$ cat src/rtl/dmem_arbiter_pkg.sv
// rtl/dmem_arbiter_pkg.sv - shared types and constants for the data-memory arbiter and dump sequencer
package dmem_arbiter_pkg;

    typedef enum logic [2:0] {
        ST_IDLE,
        ST_RD,
        ST_WAIT,
        ST_SEND,
        ST_DONE,
        ST_CHK
    } dump_state_e;

    localparam logic [5:0] SIZE_WORD = 6'b000000;
    localparam logic [1:0] BYTE      = 2'b01;
    localparam logic [1:0] HALF      = 2'b10;

endpackage

$ cat src/rtl/dmem_dump_seq.sv
// rtl/dmem_dump_seq.sv - debug dump sequencer: reads a word window and streams it out (DMEM_DUMP_CHECKSUM_EN adds a trailing XOR word)
module dmem_dump_seq
    import dmem_arbiter_pkg::*;
#(
    parameter int ADDR_LENGTH = 32,
    parameter int DATA_LENGTH = 32,
    parameter int CNT_W       = 11
) (
    input  logic                   i_clk,
    input  logic                   i_rst,
    input  logic                   i_cpu_own,
    input  logic                   i_dbg_start,
    input  logic [ADDR_LENGTH-1:0] i_dbg_base,
    input  logic [CNT_W-1:0]       i_dbg_count,
    input  logic [DATA_LENGTH-1:0] i_mem_rdata,
    input  logic                   i_dbg_ready,
    output logic                   o_rd_req,
    output logic [ADDR_LENGTH-1:0] o_rd_addr,
    output logic [DATA_LENGTH-1:0] o_dbg_data,
    output logic                   o_dbg_valid,
    output logic                   o_dbg_busy,
    output logic                   o_dbg_done
);

    dump_state_e            state_q, state_d;
    logic [CNT_W-1:0]       idx_q, idx_d;
    logic [CNT_W-1:0]       count_q, count_d;
    logic [ADDR_LENGTH-1:0] base_q, base_d;
    logic [DATA_LENGTH-1:0] hold_q, hold_d;
`ifdef DMEM_DUMP_CHECKSUM_EN
    logic [DATA_LENGTH-1:0] acc_q, acc_d;
`endif

    always_ff @(posedge i_clk or negedge i_rst) begin
        if (!i_rst) begin
            state_q <= ST_IDLE;
            idx_q   <= '0;
            count_q <= '0;
            base_q  <= '0;
            hold_q  <= '0;
`ifdef DMEM_DUMP_CHECKSUM_EN
            acc_q   <= '0;
`endif
        end else begin
            state_q <= state_d;
            idx_q   <= idx_d;
            count_q <= count_d;
            base_q  <= base_d;
            hold_q  <= hold_d;
`ifdef DMEM_DUMP_CHECKSUM_EN
            acc_q   <= acc_d;
`endif
        end
    end

    always_comb begin
        state_d = state_q;
        idx_d   = idx_q;
        count_d = count_q;
        base_d  = base_q;
        hold_d  = hold_q;
`ifdef DMEM_DUMP_CHECKSUM_EN
        acc_d   = acc_q;
`endif
        case (state_q)
            ST_IDLE: begin
                if (i_dbg_start) begin
                    base_d  = i_dbg_base;
                    count_d = i_dbg_count;
                    idx_d   = '0;
`ifdef DMEM_DUMP_CHECKSUM_EN
                    acc_d   = '0;
                    state_d = (i_dbg_count == '0) ? ST_CHK : ST_RD;
`else
                    state_d = (i_dbg_count == '0) ? ST_DONE : ST_RD;
`endif
                end
            end
            // CPU has fixed priority: the read is simply retried next cycle
            ST_RD: begin
                if (!i_cpu_own) state_d = ST_WAIT;
            end
            ST_WAIT: begin
                hold_d  = i_mem_rdata;
                state_d = ST_SEND;
            end
            ST_SEND: begin
                if (i_dbg_ready) begin
                    idx_d = idx_q + CNT_W'(1);
`ifdef DMEM_DUMP_CHECKSUM_EN
                    acc_d   = acc_q ^ hold_q;
                    state_d = (idx_q + CNT_W'(1) == count_q) ? ST_CHK : ST_RD;
`else
                    state_d = (idx_q + CNT_W'(1) == count_q) ? ST_DONE : ST_RD;
`endif
                end
            end
`ifdef DMEM_DUMP_CHECKSUM_EN
            ST_CHK: begin
                if (i_dbg_ready) state_d = ST_DONE;
            end
`endif
            ST_DONE: state_d = ST_IDLE;
            default: state_d = ST_IDLE;
        endcase
    end

    assign o_rd_req    = (state_q == ST_RD);
    assign o_rd_addr   = base_q + ADDR_LENGTH'(idx_q);
    assign o_dbg_busy  = (state_q != ST_IDLE);
    assign o_dbg_done  = (state_q == ST_DONE);
`ifdef DMEM_DUMP_CHECKSUM_EN
    assign o_dbg_valid = (state_q == ST_SEND) || (state_q == ST_CHK);
    assign o_dbg_data  = (state_q == ST_CHK) ? acc_q : hold_q;
`else
    assign o_dbg_valid = (state_q == ST_SEND);
    assign o_dbg_data  = hold_q;
`endif

endmodule

$ cat src/rtl/dmem_arbiter.sv
// rtl/dmem_arbiter.sv - data_memory port mux: CPU MEM stage first, debug dump sequencer in idle cycles (DMEM_DUMP_CHECKSUM_EN optional)
module dmem_arbiter
    import dmem_arbiter_pkg::*;
#(
    parameter int MEM_SIZE    = 1024,
    parameter int ADDR_LENGTH = 32,
    parameter int DATA_LENGTH = 32,
    parameter int CNT_W       = $clog2(MEM_SIZE) + 1
) (
    input  logic                   i_clk,
    input  logic                   i_rst,
    input  logic                   i_cpu_re,
    input  logic                   i_cpu_we,
    input  logic [ADDR_LENGTH-1:0] i_cpu_addr,
    input  logic [DATA_LENGTH-1:0] i_cpu_wdata,
    input  logic [5:0]             i_cpu_size,
    output logic [DATA_LENGTH-1:0] o_cpu_rdata,
    input  logic                   i_dbg_start,
    input  logic [ADDR_LENGTH-1:0] i_dbg_base,
    input  logic [CNT_W-1:0]       i_dbg_count,
    output logic [DATA_LENGTH-1:0] o_dbg_data,
    output logic                   o_dbg_valid,
    input  logic                   i_dbg_ready,
    output logic                   o_dbg_busy,
    output logic                   o_dbg_done,
    output logic [ADDR_LENGTH-1:0] o_mem_addr,
    output logic                   o_mem_we,
    output logic                   o_mem_re,
    output logic [5:0]             o_mem_size,
    output logic [DATA_LENGTH-1:0] o_mem_wdata,
    input  logic [DATA_LENGTH-1:0] i_mem_rdata
);

    logic                   cpu_own;
    logic                   seq_rd;
    logic [ADDR_LENGTH-1:0] seq_addr;

    assign cpu_own = i_cpu_re | i_cpu_we;

    dmem_dump_seq #(
        .ADDR_LENGTH(ADDR_LENGTH),
        .DATA_LENGTH(DATA_LENGTH),
        .CNT_W      (CNT_W)
    ) u_dump_seq (
        .i_clk      (i_clk),
        .i_rst      (i_rst),
        .i_cpu_own  (cpu_own),
        .i_dbg_start(i_dbg_start),
        .i_dbg_base (i_dbg_base),
        .i_dbg_count(i_dbg_count),
        .i_mem_rdata(i_mem_rdata),
        .i_dbg_ready(i_dbg_ready),
        .o_rd_req   (seq_rd),
        .o_rd_addr  (seq_addr),
        .o_dbg_data (o_dbg_data),
        .o_dbg_valid(o_dbg_valid),
        .o_dbg_busy (o_dbg_busy),
        .o_dbg_done (o_dbg_done)
    );

    // CPU inputs pass straight through unless the sequencer has a free cycle to read
    always_comb begin
        o_mem_addr  = i_cpu_addr;
        o_mem_we    = i_cpu_we;
        o_mem_re    = i_cpu_re;
        o_mem_size  = i_cpu_size;
        o_mem_wdata = i_cpu_wdata;
        if (!cpu_own && seq_rd) begin
            o_mem_addr = seq_addr;
            o_mem_we   = 1'b0;
            o_mem_re   = 1'b1;
            o_mem_size = SIZE_WORD;
        end
    end

    assign o_cpu_rdata = i_mem_rdata;

endmodule

$ cat config.mk
export PLATFORM = sky130hd
export DESIGN_NAME = dmem_arbiter
export DESIGN_NICKNAME = d
export VERILOG_FILES = /design/src/rtl/dmem_arbiter_pkg.sv /design/src/rtl/dmem_dump_seq.sv /design/src/rtl/dmem_arbiter.sv
export SDC_FILE = /design/constraint.sdc
export NUM_CORES = 1
export LEC_CHECK = 0
export ABC_AREA = 0
export CAP_MARGIN = 20
export CORE_MARGIN = 2
export CORE_UTILIZATION = 25
export CTS_CLUSTER_SIZE = 12
export DETAILED_ROUTE_END_ITERATION = 16
export PLACE_DENSITY = 0.62
export SYNTH_ARGS = -nofsm -noshare
export SYNTH_HDL_FRONTEND = slang
export SYNTH_HIERARCHICAL = 1
export SYNTH_SLANG_ARGS = --single-unit
$ cat constraint.sdc
create_clock -name i_clk -period 6.5 [get_ports i_clk]
set_input_delay 0.975 -clock i_clk [delete_from_list [all_inputs] [get_ports i_clk]]
set_output_delay 0.975 -clock i_clk [all_outputs]
set_load 0.05 [all_outputs]
; ---- Yosys cells after proc, flatten, opt, wreduce, memory -nomap -nowiden
; Cells that the tools add are included.
[op_classes]
eq_ne = 8
bitwise = 1
n_addsub = 2
n_mux = 13
n_reduce_logical = 9
[ops]
columns = operator, n
row1 = $add 32x11->32, 1
row2 = $mux 32, 1
row3 = $mux 11, 2
row4 = $pmux 11 s2, 1
row5 = $mux 3, 5
row6 = $pmux 3 s4, 1
row7 = $add 11x1->11 const B, 1
row8 = $eq 11x11->1, 1
row9 = $logic_not 11->1, 1
row10 = $eq 3x2->1 const B, 2
row11 = $mux 6, 1
row12 = $reduce_and 3->1, 2
row13 = $ne 2x2->1 const B, 2
row14 = $eq 3x1->1 const B, 1
row15 = $eq 3x3->1 const B, 1
row16 = $logic_not 3->1, 1
row17 = $reduce_bool 3->1, 1
row18 = $mux 1, 2
row19 = $ne 2x1->1 const B, 1
row20 = $reduce_and 2->1, 1
row21 = $reduce_bool 2->1, 1
row22 = $logic_and 1x1->1, 1
row23 = $logic_not 1->1, 1
row24 = $or 1x1->1, 1
[totals]
regBits = 89

; ---- Depth between registers and ports, before layout
; Gate-level depths: netlist (run 1).
[depth]
word_depth = 5
depth_mapped = 9

; ---- Cells and area by module
; Netlist (run 1), hierarchy kept.
[modules_own_cells]
columns = mod, n_inst, area_per_inst_um2, cells_per_inst, seq_area_each_um2
row1 = dmem_dump_seq, 1, 4737.0, 428, 2227.1
row2 = dmem_arbiter, 1, 953.4, 111, 0.0

; ---- Least setup slack after synthesis (run 1)
; No wires, ideal clock.
[synth_path]
path_kind = reg-to-output
start = register u_dump_seq.idx_q[0]
end = output port o_mem_addr[26]
arrival_time_ns = 2.872
n_path_buf = 0
slack_ns = 2.653
stages_incl_launch_ff = 10
t_required_ns = 5.525
cell_sequence = dfrtp_1 -> ha_1 -> fa_1 -> a21o_1 -> a21oi_1 -> o211ai_1 -> a31oi_1 -> nor3_1 -> xor2_1 -> mux2_1
[synth_between]
elab_chain_len = 2
[synth_rtl]
columns = element, line_no
row1 = start: declaration, dmem_dump_seq.sv:26  ; logic [CNT_W-1:0] idx_q, idx_d;
row2 = start signal: assignment, dmem_dump_seq.sv:46  ; idx_q <= idx_d;
row3 = $add 32x11->32, dmem_dump_seq.sv:109  ; assign o_rd_addr = base_q + ADDR_LENGTH'(idx_q);
row4 = net seq_addr[26], dmem_arbiter.sv:36  ; logic [ADDR_LENGTH-1:0] seq_addr;
row5 = $mux 32, dmem_arbiter.sv:68  ; if (!cpu_own && seq_rd) begin
row6 = end: declaration, dmem_arbiter.sv:26  ; output logic [ADDR_LENGTH-1:0] o_mem_addr,
; The timed path passes the listed nets, and every way through them passes these cells.

; ---- Final worst setup path (run 1)
; Ends and elaborated chain as after synthesis.

==> results of run 1 <==
==> worst max path at each step <==
stage	from	end
final	u_dump_seq/idx_q[0]$_DFFE_PN0P_	o_mem_addr[26]
after global placement	u_dump_seq/idx_q[0]$_DFFE_PN0P_	o_mem_addr[26]
after floorplan	u_dump_seq/idx_q[0]$_DFFE_PN0P_	o_mem_addr[26]
after CTS	u_dump_seq/idx_q[0]$_DFFE_PN0P_	o_mem_addr[26]
after detailed placement	u_dump_seq/idx_q[0]$_DFFE_PN0P_	o_mem_addr[26]
after global routing	u_dump_seq/idx_q[0]$_DFFE_PN0P_	o_mem_addr[26]
==> cell families (layout without fill, tap and decap cells) <==
family / count (synthesis) / in the layout
muxes: 105 / 105
xor gates and xnor gates: 43 / 43
buffers and inverters: 96 / 255
DFF: 89 / 89
AOI/OAI and AO/OA: 73 / 73
adders and majority gates: 13 / 13
and+or+nand+nor: 120 / 120
==> layer usage <==
layer / vias up / wire [um]
met5: - / 12
met1: 2080 / 7200
met4: 2 / 340
met2: 196 / 7430
li1: 2155 / -
met3: 27 / 1310
==> flip-flops by register name (all words and copies together), names as in the netlist <==
| register | count |
|---|---|
| u_dump_seq/idx_q | 11 |
| u_dump_seq/state_q | 3 |
| u_dump_seq/count_q | 11 |
| u_dump_seq/base_q | 32 |
| u_dump_seq/o_dbg_data | 32 |
==> placed cells by master, fill, tap and decap left out, types with 8 or more instances in the layout <==
| master | n |
|---|---|
| xnor2_1 | 26 |
| ha_1 | 12 |
| nor3_1 | 10 |
| nand2_1 | 30 |
| a21oi_1 | 14 |
| nor2_1 | 22 |
| nor2b_1 | 8 |
| nand3_1 | 10 |
| inv_1 | 9 |
| nand4_1 | 9 |
| xor2_1 | 17 |
| dfrtp_1 | 89 |
| mux2_1 | 10 |
| clkdlybuf4s50_1 | 224 |
| mux2_2 | 95 |
| o21ai_0 | 25 |
| clkbuf_16 | 9 |
==> power breakdown <==
| group | switching (mW) | internal, mW | total, mW |
|---|---|---|---|
| registers | 0.232 | 0.807 | 1.04 |
| clock network | 0.244 | 0.275 | 0.519 |
| logic | 1.08 | 0.802 | 1.88 |
| total | 1.55 | 1.88 | 3.44 |
==> final cells by class <==
cell class / instances / area (um^2)
timing repair buffer: 230 / 2290
clock buffer: 10 / 239
clock inverter: 6 / 50.0
tap: 285 / 357
sequential: 89 / 2230
fill: 2281 / 14500
multi-input combinational: 354 / 2840
inverter: 9 / 33.8
==> metrics by stage <==
step | instance area, um^2 | utilization
2_1_floorplan | 5690 | -
3_3_place_gp | 7740 | 0.344
3_5_place_dp | 7740 | 0.344
4_1_cts | 8030 | 0.357
5_1_grt | 8030 | 0.357
6_report | 8030 | 0.357
==> impl_summary.txt, run 1 <==
----------------------------------------------------
[Outcome]
  Run status ... finished, final reports clean

[Worst setup path]
  Startpoint of the most critical register-to-register path ... u_dump_seq/idx_q[1]$_DFFE_PN0P_
  Gate family responsible for the most delay along the worst path ... buffers and inverters
  Worst setup slack for register-to-register paths ... 3.70 ns
  Cell depth of the worst flop-to-flop path ... 7
  CP peak stage delay ... 0.72 ns
  Cell-by-cell listing of the critical path ... ha_1 -> fa_1 -> a21o_1 -> a21oi_1 -> o211ai_1 -> a31oi_1 -> buf_4 -> nor3_1 -> xor2_1 -> mux2_1 -> clkdlybuf4s50_1
  Endpoint of the lowest-slack register-to-register path ... u_dump_seq/state_q[0]$_DFFE_PN0P_
  Required arrival time at the worst endpoint ... 5.52 ns
  Arr. time, crit path ... 3.78 ns
  Top fanout value on the critical path ... 10
  Kind of critical path ... reg2out
  Endpoint type of the worst setup path ... output port
  Buf/Inv on CP ... 2
  Startpoint Class ... flop
  Crit path depth ... 11
  Slowest library cell on the worst path ... clkdlybuf4s50_1

[Clock tree]
  Total clock buffers created by CTS ... 9
  Maximum clock insertion buffer count ... 2
  Number of buffers inserted by hold repair at cts ... 0
  Clock root buffer ... clkbuf_16
  CTS clk-pin slew, worst paths ... 0.08 ns
  Later-pin clock latency in the skew report ... 0.35 ns
  Number of buffers inserted by post-CTS setup repair ... 0
  Quantity of gates resized following cts ... 0
  Clock tree from TritonCTS ... done
  Max H-tree Level ... 3
  Total clock sinks ... 89

[Global route]
  Largest net degree at the start of global routing ... 59
  GRT overflow ... 0
  Top Usage Layer GRT ... met2
  Met2 global-route usage ... 0.214
  GR Util All Layers ... 0.138
  Number of global-route vias before repair ... 4710
  Global-route wire length before repair ... 25.9 mm
  Met1 demand-to-capacity share in global routing ... 0.177
  Number of antenna violations at the first check in global routing ... 1
  Met3 Use GR ... 0.0526

[Power]
  Total power after layout ... 3.44 mW
  Total power density per cell area ... 428 mW/mm^2
  Peak supply drop ... 0.263 mV
  Leak ... 3.17 nW

[Place]
  Placed cell count ... 967
  I/O Buffers ... 225
  Placement-stage worst setup slack ... 2.11 ns
  Hpwl dp ... 12.4 mm
  Placer Congestion ... 0.775

[Synth]
  Synth cell count leaders ... 95 x mux2_2, 89 x dfrtp_1, 65 x buf_4
  Simple-gate portion of the synthesized area ... 0.110
  Mean post-synth cell area ... 10.6 um^2
  Cell type contributing the most total cell area after synthesis ... dfrtp_1
  Mapped Nets ... 703
  Arithmetic-cell share of the synthesized area counting full adders, half adders and majority gates ... 0.0299
  Share of the synthesized area in compound gates (AO/OA/AOI/OAI) ... 0.0820
  Count of state elements after synthesis ... 89
  Count of mapped cells out of synthesis ... 539
  Count of unique library cells instantiated by Yosys ... 50
  Proportion of synthesized chip area in sequential cells ... 0.391
  Multiplexer share of the synthesized area ... 0.208
  Share of async-settable or async-resettable flops after synthesis ... 1.00
  Main area contributors after synthesis ... dfrtp_1 39%, mux2_2 19%, buf_4 8.6%
  Share of the synthesized area in the top cell type ... 0.391
  Primary FF master, synth ... dfrtp_1
  Synthesized area ... 0.00569 mm^2
  Number of warnings issued by yosys ... 6
  Count leader, synth ... mux2_2
  Number of enable flip-flop cells after synthesis ... 0
  Combinational family with the most area after synthesis ... multiplexers
  Parity-gate share of the synthesized area counting xor and xnor cells ... 0.0662

[Timing]
  Clock period minus final worst setup slack ... 4.76 ns
  Minimum setup slack in the final design ... 1.74 ns
  Max transition margin ... 0.390
  Count of endpoints failing setup in the final report ... 0
  Number of hold-slack violations in the final timing report ... 0
  Final critical-path share of the clock period ... 0.732
  Accumulated negative setup slack ... 0 ns
  Worst Tran Pin Value ... 0.906 ns
  Worst hold slack after final layout ... 0.508 ns
  Max Clock Freq ... 210 MHz
  Setup repair after global routing missed its margin ... no
  Worst clock skew ... 0.0108 ns
  Number of max-slew violations in the final report ... 0

[Job]
  Max-cap violation count ... 0

[Floorplanning]
  Die area ... 0.0240 mm^2
  Top-level port count ... 290
  Number of cell rows ... 55
  Vert. Die Dim ... 155 um
  Die X-Extent ... 155 um
  Initial core utilization ... 0.253
  Core Footprint ... 0.0225 mm^2

[Drt]
  Total Wirelength ... 16.3 mm
  First-pass detailed-route iteration total ... 4
  Antenna Violating Nets Remaining ... 0
  Vias ... 4460
  Residual DRC count ... 0
  Via density ... 4.54
  Drt wl/cell ... 16.6 um
  Number of violations reported at the end of detailed-routing iteration 0 ... 196

[Hold path]
  Worst hold-check path type ... reg2reg
  Hold Path Sink ... u_dump_seq/o_dbg_data[7]$_DFFE_PN0P_
  Hold path startpoint ... u_dump_seq/o_dbg_data[7]$_DFFE_PN0P_
  Worst hold path depth ... 1

[Finish]
  Diodes inserted ... 0
  Fraction of final layout cells sized beyond drive strength 1 ... 0.176
  Non-filler cells in the finished layout ... 983
  Post-layout net count ... 857
  Synth-to-layout area growth ... 41.2%

----------------------------------------------------
(Power assumes the default switching activity.)
==> inputs of run 2 (changes only) <==
- PLACE_DENSITY: 0.62 -> 0.64
- clock period: 6.5 -> 4.1 ns (I/O delays scaled with it)
==> impl_summary.txt, run 2 (synthesis results as in run 1) <==
----------------------------------------------------
[Timing]
  Clock period minus final worst setup slack ... 3.88 ns
  Final critical-path share of the clock period ... 0.946
  Max Clock Freq ... 258 MHz
  Number of max-slew violations in the final report ... 0 (unchanged)
  Count of endpoints failing setup in the final report ... 0 (unchanged)
  Worst clock skew ... 0.00680 ns (-0.00401 ns)
  Worst Tran Pin Value ... 0.893 ns (-0.0130 ns)
  Accumulated negative setup slack ... 0 ns (unchanged)
  Minimum setup slack in the final design ... 0.222 ns (-1.52 ns)
  Number of hold-slack violations in the final timing report ... 0 (unchanged)
  Setup repair after global routing missed its margin ... no
  Max transition margin ... 0.399 (+0.00874)

[Place]
  Hpwl dp ... 12.3 mm (-0.61%)
  I/O Buffers ... 225 (unchanged)
  Placer Congestion ... 0.785 (+1.3%)
  Area post-placement ... 0.00772 mm^2 (-0.32%)
  Placement-stage worst setup slack ... 0.501 ns (-1.61 ns)

[Global route]
  GRT overflow ... 0 (unchanged)
  Largest net degree at the start of global routing ... 70 (+19%)
  GR Util All Layers ... 0.134 (-0.00408)
  Global-route wire length before repair ... 25.1 mm (-3.3%)
  Number of antenna violations at the first check in global routing ... 0 (-1)
  Number of global-route vias before repair ... 4570 (-3.0%)

[Finish]
  Most frequent cells in the layout ... 201 x clkdlybuf4s50_1, 95 x mux2_2, 89 x dfrtp_1
  Leading cell type in the layout, fill and taps excluded ... clkdlybuf4s50_1
  Fraction of final layout cells sized beyond drive strength 1 ... 0.210 (+0.0341)
  Post-route design area ... 0.00807 mm^2 (+0.42%)
  Diodes inserted ... 0 (unchanged)
  Post-layout net count ... 858 (+0.12%)
  Synth-to-layout area growth ... 41.8%

[Hold path]
  Worst hold-check path type ... in2async

[Worst setup path]
  Cell depth of the worst flop-to-flop path ... 7 (unchanged)
  Endpoint of the lowest-slack register-to-register path ... u_dump_seq/state_q[0]$_DFFE_PN0P_
  Startpoint Class ... flop
  Worst setup slack for register-to-register paths ... 1.33 ns (-2.37 ns)
  Startpoint of the most critical register-to-register path ... u_dump_seq/idx_q[1]$_DFFE_PN0P_
  Required arrival time at the worst endpoint ... 3.48 ns (-2.04 ns)
  CP Launch Point ... u_dump_seq/idx_q[0]$_DFFE_PN0P_
  Top fanout value on the critical path ... 7 (-3)
  Kind of critical path ... reg2out
  Arr. time, crit path ... 3.26 ns (-0.52 ns)
  Endpoint type of the worst setup path ... output port

[Outcome]
  Run status ... finished, final reports clean

[Clock tree]
  Clock root buffer ... clkbuf_16
  Total clock buffers created by CTS ... 9 (unchanged)
  Total clock sinks ... 89 (unchanged)
  Later-pin clock latency in the skew report ... 0.34 ns (about the same)
  Max H-tree Level ... 3 (unchanged)
  CTS clk-pin slew, worst paths ... 0.07 ns (about the same)
  Number of buffers inserted by post-CTS setup repair ... 0 (unchanged)
  Clock tree from TritonCTS ... done
  Maximum clock insertion buffer count ... 2 (unchanged)

[Power]
  Total power density per cell area ... 692 mW/mm^2 (+62%)
  Peak supply drop ... 0.443 mV (+68%)
  Leak ... 3.23 nW (+2.0%)

[Drt]
  First-pass detailed-route iteration total ... 5 (+1)
  Total Wirelength ... 15.9 mm (-2.4%)
  Vias ... 4538 (+1.7%)
  Antenna Violating Nets Remaining ... 0 (unchanged)
  Residual DRC count ... 0 (unchanged)
  Number of violations reported at the end of detailed-routing iteration 0 ... 278 (+42%)
  Drt wl/cell ... 16.2 um (-2.5%)
  Via density ... 4.61 (+1.6%)

[Floorplanning]
  Die X-Extent ... 155 um (unchanged)
  Die area ... 0.0240 mm^2 (unchanged)
  Initial core utilization ... 0.253 (unchanged)
  Number of cell rows ... 55 (unchanged)
  Vert. Die Dim ... 155 um (unchanged)
  Top-level port count ... 290 (unchanged)
  Core Footprint ... 0.0225 mm^2 (unchanged)

[Job]
  Max-cap violation count ... 0 (unchanged)

----------------------------------------------------
==> run 2: report_power, final <==
| part | switching, mW | internal (mW) | total [mW] |
|---|---|---|---|
| clock network | 0.361 | 0.600 | 0.961 |
| logic | 1.72 | 1.27 | 2.98 |
| registers | 0.360 | 1.28 | 1.64 |
==> run 2: final cells by class <==
| cell class | count | area (um^2) |
|---|---|---|
| Fill cell | 2224 | 14400 |
| Multi-Input combinational cell | 354 | 2840 |
| Timing Repair Buffer | 231 | 2260 |
| Sequential cell | 89 | 2230 |
| Tap cell | 285 | 357 |
| Clock buffer | 10 | 229 |
| Clock inverter | 6 | 115 |
| Inverter | 9 | 33.8 |
==> run 2: worst max-delay path, stage by stage, from the launching register on <==
cell             delay (ns)
dfrtp_1                0.45
ha_1                   0.28
fa_1                   0.41
a21o_1                 0.18
a21oi_2                0.20
o211ai_1               0.18
nand2_1                0.11
xnor2_1                0.13
mux2_2                 0.17
clkdlybuf4s50_1        0.79
==> run 2: worst max path at each step <==
stage,slack [ns],end,depth (start not counted)
after floorplan,0.61,o_mem_addr[26],9
after global placement,0.54,o_mem_addr[26],11
after detailed placement,0.50,o_mem_addr[26],11
after CTS,0.1,o_mem_addr[26],11
after global routing,0.04,o_mem_addr[17],9
final,0.22,o_mem_addr[8],9
==> run 2: per-layer routing <==
| metal | GRT usage | vias up | routed length (um) |
|---|---|---|---|
| met1 | 0.181 | 2178 | 7160 |
| met4 | 0.0428 | 0 | 225 |
| met5 | 0 | - | 0 |
| li1 | - | 2156 | - |
| met3 | 0.0429 | 20 | 1360 |
| met2 | 0.204 | 184 | 7160 |
==> run 2: what timing repair did <==
item	4_1_cts	5_1_grt
gates resized for setup	0	1
endpoints found under the setup margin	0	7
hold buffers	0	0
==> run 2: metrics by stage <==
step,power [mW],cells,utilization,hold slack [ns]
final,5.58,984,0.359,0.386
after global routing,5.92,984,0.359,0.455
after CTS,5.63,984,0.358,0.429
after detailed placement,4.63,968,0.343,0.494
after global placement,4.60,968,0.343,0.489
after floorplan,3.76,539,-,0.319
